File: src/rtl/ucode_loader.sv
// Writable control store: a byte-serial loader fills a DEPTH-entry control-word RAM.
// The read port decodes store[addr] into the PP control bundle. Optional feature: UCODE_CHECKSUM_EN.
`timescale 1ns/1ps

module ucode_loader #(
    parameter int unsigned DEPTH  = 32,
    parameter int unsigned ADDR_W = 5
) (
    input  logic              clk,
    input  logic              Reset,
    input  logic              load_start,
    input  logic [7:0]        byte_in,
    input  logic              byte_valid,
    output logic              byte_ready,
    output logic              load_busy,
    output logic              load_done,
    output logic              load_err,
    output logic              cpu_nReset,
    input  logic [ADDR_W-1:0] addr,
    output logic [3:0]        RegAddr,
    output logic [2:0]        ALUCode,
    output logic              Reg_CE,
    output logic              CY_CE,
    output logic              A_CE,
    output logic              ResetCY
);

    localparam int unsigned WORD_W       = 11;
    localparam logic [WORD_W-1:0] DEFAULT_WORD = 11'h7F0;

    typedef enum logic [2:0] {
        S_IDLE,
        S_HDR,
        S_LO,
        S_HI,
        S_WR,
        S_CHK,
        S_DONE
    } state_t;

    state_t              r_state;
    logic                r_err;
    logic                r_byte_ready;
    logic                r_busy;
    logic                r_done;
    logic                r_cpu_nreset;
    logic [ADDR_W-1:0]   r_idx;
    logic [7:0]          r_n;
    logic [7:0]          r_lo;
    logic [2:0]          r_hi;
    logic [WORD_W-1:0]   r_store [DEPTH];
`ifdef UCODE_CHECKSUM_EN
    logic [7:0]          r_chk;
`endif

    state_t              w_state_nxt;
    logic                w_err_nxt;
    logic                w_xfer;
    logic                w_cnt_bad;
    logic                w_hi_bad;
    logic                w_last;
    logic [WORD_W-1:0]   w_rd_word;

    assign w_xfer    = r_byte_ready & byte_valid;
    assign w_cnt_bad = (byte_in == 8'd0) || (32'(byte_in) > DEPTH);
    assign w_hi_bad  = (byte_in[7:3] != 5'd0);
    assign w_last    = ((32'(r_idx) + 32'd1) == 32'(r_n));

    // Next state and next error flag; all state changes in byte states wait for a transfer.
    always_comb begin
        w_state_nxt = r_state;
        w_err_nxt   = r_err;
        case (r_state)
            S_IDLE: begin
                if (load_start) begin
                    w_state_nxt = S_HDR;
                    w_err_nxt   = 1'b0;
                end
            end
            S_HDR: begin
                if (w_xfer) begin
                    if (w_cnt_bad) begin
                        w_state_nxt = S_IDLE;
                        w_err_nxt   = 1'b1;
                    end else begin
                        w_state_nxt = S_LO;
                    end
                end
            end
            S_LO: begin
                if (w_xfer) w_state_nxt = S_HI;
            end
            S_HI: begin
                if (w_xfer) begin
                    if (w_hi_bad) begin
                        w_state_nxt = S_IDLE;
                        w_err_nxt   = 1'b1;
                    end else begin
                        w_state_nxt = S_WR;
                    end
                end
            end
            S_WR: begin
                if (w_last) begin
`ifdef UCODE_CHECKSUM_EN
                    w_state_nxt = S_CHK;
`else
                    w_state_nxt = S_DONE;
`endif
                end else begin
                    w_state_nxt = S_LO;
                end
            end
            S_CHK: begin
`ifdef UCODE_CHECKSUM_EN
                if (w_xfer) begin
                    if (byte_in == r_chk) begin
                        w_state_nxt = S_DONE;
                    end else begin
                        w_state_nxt = S_IDLE;
                        w_err_nxt   = 1'b1;
                    end
                end
`else
                w_state_nxt = S_IDLE;
`endif
            end
            S_DONE:  w_state_nxt = S_IDLE;
            default: w_state_nxt = S_IDLE;
        endcase
    end

    // State, registered status outputs (derived from the next state) and the store.
    always_ff @(posedge clk) begin
        if (Reset) begin
            r_state      <= S_IDLE;
            r_err        <= 1'b0;
            r_byte_ready <= 1'b0;
            r_busy       <= 1'b0;
            r_done       <= 1'b0;
            r_cpu_nreset <= 1'b0;
            r_idx        <= '0;
            r_n          <= 8'd0;
            r_lo         <= 8'd0;
            r_hi         <= 3'd0;
`ifdef UCODE_CHECKSUM_EN
            r_chk        <= 8'd0;
`endif
            for (int i = 0; i < DEPTH; i++) begin
                r_store[i] <= DEFAULT_WORD;
            end
        end else begin
            r_state      <= w_state_nxt;
            r_err        <= w_err_nxt;
            r_byte_ready <= (w_state_nxt == S_HDR) || (w_state_nxt == S_LO) ||
                            (w_state_nxt == S_HI)  || (w_state_nxt == S_CHK);
            r_busy       <= (w_state_nxt != S_IDLE);
            r_done       <= (w_state_nxt == S_DONE);
            r_cpu_nreset <= (w_state_nxt == S_IDLE) && !w_err_nxt;
            case (r_state)
                S_IDLE: begin
                    if (load_start) r_idx <= '0;
                end
                S_HDR: begin
                    if (w_xfer) begin
                        r_n <= byte_in;
`ifdef UCODE_CHECKSUM_EN
                        r_chk <= byte_in;
`endif
                    end
                end
                S_LO: begin
                    if (w_xfer) begin
                        r_lo <= byte_in;
`ifdef UCODE_CHECKSUM_EN
                        r_chk <= r_chk ^ byte_in;
`endif
                    end
                end
                S_HI: begin
                    if (w_xfer) begin
                        r_hi <= byte_in[2:0];
`ifdef UCODE_CHECKSUM_EN
                        r_chk <= r_chk ^ byte_in;
`endif
                    end
                end
                S_WR: begin
                    r_store[r_idx] <= {r_hi, r_lo};
                    r_idx          <= r_idx + ADDR_W'(1);
                end
                default: ;
            endcase
        end
    end

    // Zero-latency read; indices beyond the store read as the default word.
    generate
        if (DEPTH < (32'd1 << ADDR_W)) begin : g_rd_guard
            assign w_rd_word = (32'(addr) < DEPTH) ? r_store[addr] : DEFAULT_WORD;
        end else begin : g_rd_full
            assign w_rd_word = r_store[addr];
        end
    endgenerate

    assign RegAddr    = w_rd_word[10:7];
    assign ALUCode    = w_rd_word[6:4];
    assign Reg_CE     = w_rd_word[3];
    assign CY_CE      = w_rd_word[2];
    assign A_CE       = w_rd_word[1];
    assign ResetCY    = w_rd_word[0];

    assign byte_ready = r_byte_ready;
    assign load_busy  = r_busy;
    assign load_done  = r_done;
    assign load_err   = r_err;
    assign cpu_nReset = r_cpu_nreset;

endmodule

File: config.mk
export PLATFORM = sky130hd
export DESIGN_NAME = ucode_loader
export DESIGN_NICKNAME = d
export VERILOG_FILES = /design/src/rtl/ucode_loader.sv
export SDC_FILE = /design/constraint.sdc
export NUM_CORES = 1
export LEC_CHECK = 0
export BUFFER_PORTS_ARGS = -buffer_cell sky130_fd_sc_hd__buf_2
export CAP_MARGIN = 5
export CORE_MARGIN = 4
export CORE_UTILIZATION = 59
export CTS_BUF_LIST = sky130_fd_sc_hd__clkbuf_4
export DETAILED_ROUTE_END_ITERATION = 12
export PLACE_DENSITY = 0.79
export SYNTH_ARGS = -nofsm -noshare
export SYNTH_HDL_FRONTEND = slang
export SYNTH_SLANG_ARGS = --single-unit
export TNS_END_PERCENT = 10
File: constraint.sdc
create_clock -name clk -period 2.3 [get_ports clk]
set_input_delay 0.46 -clock clk [delete_from_list [all_inputs] [get_ports clk]]
set_output_delay 0.46 -clock clk [all_outputs]
set_load 0.005 [all_outputs]
# Word level (Yosys, flattened, before mapping)

Memories as Yosys holds them, arrays and structs flattened.
Index checks and enable logic that the tools add are counted.

Word-level logic and storage cells: 67
Memories: 1
Input bits: 17
Output and inout port bits: 16
Bits in registers: 32
RAM bits: 352

Add/subtract/negate cells: 2
Bitwise gates (word level): 1
Multiplexer cells: 24
Magnitude comparators: 1
Reductions and logical operators: 17
Equal/unequal tests: 11

Memories:

| memory  | words | bits a word | rd ports | clocked after memory_dff | write ports | line | source |
|---|---|---|---|---|---|---|---|
| r_store | 32    | 11          | 1        | 0                        | 32          | 51   | `logic [WORD_W-1:0] r_store [DEPTH];` |

Operator list:

| kind                  | count |
|---|---|
| $mux W3               | 6 |
| $pmux W3 S5           | 1 |
| $eq A3 B2 Y1 const B  | 4 |
| $mux W1               | 11 |
| $mux W11              | 1 |
| $reduce_or A11 Y1     | 1 |
| $mux W5               | 2 |
| $pmux W5 S2           | 1 |
| $eq A3 B3 Y1 const B  | 3 |
| $eq A6 B8 Y1          | 1 |
| $gt A8 B6 Y1 const B  | 1 |
| $logic_not A8 Y1      | 1 |
| $reduce_and A2 Y1     | 4 |
| $add A5 B1 Y6 const B | 1 |
| $eq A3 B1 Y1 const B  | 2 |
| $logic_not A3 Y1      | 2 |
| $add A5 B1 Y5 const B | 1 |
| $reduce_bool A5 Y1    | 1 |
| $logic_or A1 B1 Y1    | 4 |
| $pmux W1 S3           | 1 |
| $reduce_bool A3 Y1    | 1 |
| $mux W2               | 1 |
| $ne A2 B2 Y1 const B  | 1 |
| $reduce_bool A2 Y1    | 1 |
| 3 further kinds       | 3 |

# Logic depth before layout (Yosys ltp)

Depth in word-level cells: 9
Depth in mapped cells: 7
Mapped depth without buffers: 6

# Least setup slack after synthesis

Ideal clock, no wire load.

Path kind: input port to output port
From: input addr[0]
To: output ResetCY
Required time: 1.840 ns
Data arrival time: 1.872 ns
Path slack: -0.032 ns
Path buffers: 2
Stages: 6
Cells stage by stage: buf_2 buf_2 mux4_2 mux2_2 nand2_1 nand4_1

Word-level cells in the longest chain between the ends: 1

RTL lines:

| item            | line | source |
|---|---|---|
| from (decl)     | 19   | `input logic [ADDR_W-1:0] addr,` |
| $mem_v2 Z32 W11 | -    |  |
| to (decl)       | 25   | `output logic ResetCY` |

Every way passes these cells.

# Worst setup path in the final report

From: memory r_store[15][8]
To: output RegAddr[1]

Word-level cells in the longest chain between the ends: 1

RTL lines:

| item            | line | source |
|---|---|---|
| from (decl)     | 51   |  |
| $mem_v2 Z32 W11 | -    |  |
| to (decl)       | 20   | `output logic [3:0] RegAddr,` |

Every way passes these cells.

==> results.json <==
{
  "syn-num-nets": 1397,
  "ys_seq_area_share_pct": 62.2,
  "fp.coreArea_mm2": 0.0299,
  "yosys-top-cells-area": "edfxtp_1, mux2i_1, or3_1",
  "ir_drop_uv": 396,
  "worstHoldStart": "byte_in[5]",
  "relSlewSlack_pct": 14.1,
  "crit_path_max_incr_delay_ns": 0.48,
  "dieArea_mm2": 0.0334,
  "cts_tree": "yes",
  "crit_buf_inv": 1,
  "ys_types": 49,
  "fin_skew_ns": 0.0569,
  "failed_checks": "setup timing",
  "synth_enable_flop_cells": 352,
  "dieWidth_um": 183,
  "synth.ff_latch_count": 384,
  "worstPathArrival_ns": 2.33,
  "synth_top_area_cell": "edfxtp_1",
  "synth_fa_ha_area_share_pct": 0.277,
  "drc_errors": 0,
  "synth_top_cell_area_share_pct": 58.6,
  "ff2ff_setup_slack_ns": 0.16,
  "cts_setup_buffers": 0,
  "numCtsBuffers": 95,
  "dp_hpwl_mm": 29.5,
  "final_layout_size_suffix_gt1_share_pct": 23.1,
  "worstSetupStartpointType": "flop",
  "crit_type": "reg2out",
  "clk_path_buf_depth": 3,
  "htree_levels": 3,
  "cp_max_fo": 1,
  "p_clk_share_pct": 39.2,
  "overflow": 0,
  "die_h_um": 183,
  "pre_cts_ws_ns": -0.226,
  "switching_share_pct": 23.0,
  "synth_compound_area_share_pct": 4.85,
  "crit_family": "multiplexers",
  "p_int_w": 0.0108,
  "synth_top_family_by_area": "simple AND/OR/NAND/NOR gates",
  "hold_viol": 0,
  "place_congestion": 0.942,
  "rows": 63,
  "grt_pass1_wl_mm": 70.7,
  "worstReg2RegEnd": "r_store[12][5]",
  "synthToLayoutAreaGrowth_pct": 14.9,
  "leakage_nw": 7.31,
  "min_period_ns": 2.79,
  "synth_xor_area_share_pct": 0.340,
  "avgSynthCellArea_um2": 13.1,
  "clock_latency_ns": 0.75,
  "grt_setup_unrepaired": "yes",
  "setup_violations": 11,
  "worstReg2RegStart": "r_idx[2]",
  "hold_end": "r_lo[5]",
  "port_buffers": 32,
  "cts-root-buf": "clkbuf_4",
  "synthesis.area_mm2": 0.0180,
  "pwr-share-comb_pct": 6.1,
  "powerDensity_mw_per_mm2": 680,
  "wirelength_mm": 46.2,
  "drt-pass1-iter-count": 5,
  "grt_max_degree": 65,
  "via_count": 12357,
  "cp_slowest_cell": "mux4_2",
  "hp-class": "in2reg",
  "drv_slew": 0,
  "fin_setup_tns_ns": -4.88,
  "fill_cells": 2054,
  "antenna_found_initial": 2,
  "io_pins": 33,
  "pwr-share-seq_pct": 54.7,
  "final_common_cell": "edfxtp_1",
  "finalCritPeriodShare_pct": 121,
  "min_path_cells": 3,
  "clkTransAtPathRegs_ns": 0.07,
  "synth.area.mux_share_pct": 11.8,
  "worst_slew_pin_slew_ns": 1.29,
  "path_cells": "mux4_2 -> mux2_4 -> nand2_2 -> nand4_1 -> buf_2",
  "drt_iter0_markers": 1639,
  "start_util_pct": 60.4,
  "maxCapViolations": 0,
  "yosys_warnings": 0,
  "detail_route.vias_per_cell": 6.41,
  "endpoint_kind": "output port",
  "cp.required_ns": 1.84,
  "worst-r2r-cell-count": 3,
  "final_cell_mix": "edfxtp_1, or3_1, mux2i_1",
  "ant_nets": 0,
  "grt_use_total_pct": 27.6,
  "cts_sinks": 384,
  "fmax_mhz": 358,
  "postSynthCellCount": 1376,
  "async_reset_ff_share_pct": 0,
  "fin_ws_ns": -0.491,
  "synth_ff_type": "edfxtp_1",
  "p_sw_w": 0.00325,
  "wl_per_cell_um": 24.0,
  "grt_pass1_vias": 12301,
  "synthSimpleGateAreaFrac_pct": 16.9,
  "finalNetCount": 1487,
  "status": "complete, but fails checks"
}
repair_timing:
item / in CTS / in global routing
endpoints found under the setup margin: 11 / 11
pin swaps: 10 / 4
resized for setup: 12 / 2
endpoints found under the hold margin: 5 / 0
hold buffers: 4 / 0
power by group through the flow:
stage | sequential [W] | clock, W | combinational, W
floorplan | 0.00785 | 0 | 0.000447
global placement | 0.00785 | 0 | 0.000824
detailed placement | 0.00786 | 0 | 0.000837
CTS | 0.00771 | 0.00563 | 0.000850
global route | 0.00771 | 0.00603 | 0.000907
finish | 0.00771 | 0.00552 | 0.000862
metal layers:
| layer | global-route usage, % | part of all wire [%] | vias to the layer above |
|---|---|---|---|
| met1 | 35.5 | 37 | 6006 |
| met5 | 0 | 0 | - |
| met2 | 44.8 | 49 | 700 |
| met3 | 6.37 | 10 | 137 |
| met4 | 12.8 | 4.4 | 0 |
| li1 | - | - | 5514 |
through the flow:
stage | power (W) | util, % | hold WS, ns | instances | area, um^2
final | 0.0141 | 69.4 | 0.0531 | 1929 | 20700
after global routing | 0.0146 | 69.3 | 0.0220 | 1928 | 20700
after CTS | 0.0142 | 69.3 | 0.00202 | 1927 | 20700
after detailed placement | 0.00869 | 65.1 | 0.484 | 1755 | 19400
after global placement | 0.00868 | 65.1 | 0.472 | 1755 | 19400
after floorplan | 0.00829 | - | 0.453 | 1376 | 18000
flip-flops by register name (all words and copies together), names as in the netlist:
name        cells
r_store       352
r_lo            8
r_n             8
r_idx           5
r_hi            3
r_state         3
byte_ready      1
cpu_nReset      1
load_busy       1
load_done       1
load_err        1
worst min-delay path: stages:
cell,delay [ns]
buf_2,0.13
mux2i_1,0.08
nor2_1,0.07
synth_stat cells, types with 7 or more instances:
| cell type | n |
|---|---|
| clkbuf_1 | 142 |
| and2_1 | 7 |
| mux2i_1 | 151 |
| mux4_2 | 22 |
| buf_1 | 7 |
| mux2_2 | 11 |
| edfxtp_1 | 352 |
| or3_1 | 227 |
| nand2_1 | 25 |
| nand4_1 | 22 |
| nand3_1 | 27 |
| and3_1 | 129 |
| buf_2 | 18 |
| a22oi_1 | 66 |
| nor2_1 | 38 |
| a21o_1 | 33 |
| dfxtp_1 | 32 |
worst max path at each step:
stage,depth (start not counted),end,start
after CTS,5,RegAddr[1],r_store[15][8]
after detailed placement,8,RegAddr[0],addr[1]
after global placement,8,RegAddr[0],addr[1]
after global routing,5,RegAddr[1],r_store[4][8]
final,5,RegAddr[1],r_store[15][8]
after floorplan,6,ALUCode[0],addr[0]
final cells by class:
| cell class | count | area [um^2] | area share, % |
|---|---|---|---|
| diodes | 2 | 5.00 | 0.0242 |
| multi-input cells | 821 | 6220 | 30.0 |
| repair buffers | 161 | 1600 | 7.71 |
| clock inverters | 28 | 138 | 0.664 |
| flip-flops and latches | 384 | 11200 | 54.1 |
| well taps | 390 | 488 | 2.36 |
| clock buffers | 140 | 1050 | 5.07 |
| inverters | 3 | 11.3 | 0.0543 |
kinds of logic after synthesis:
logic type	Yosys count
AOI/OAI and AO/OA	117
xor gates and xnor gates	7
adders and majority gates	4
buffers and inverters	171
DFF	384
muxes	184
and+or+nand+nor	509
Power figures use the tool's default switching activity.
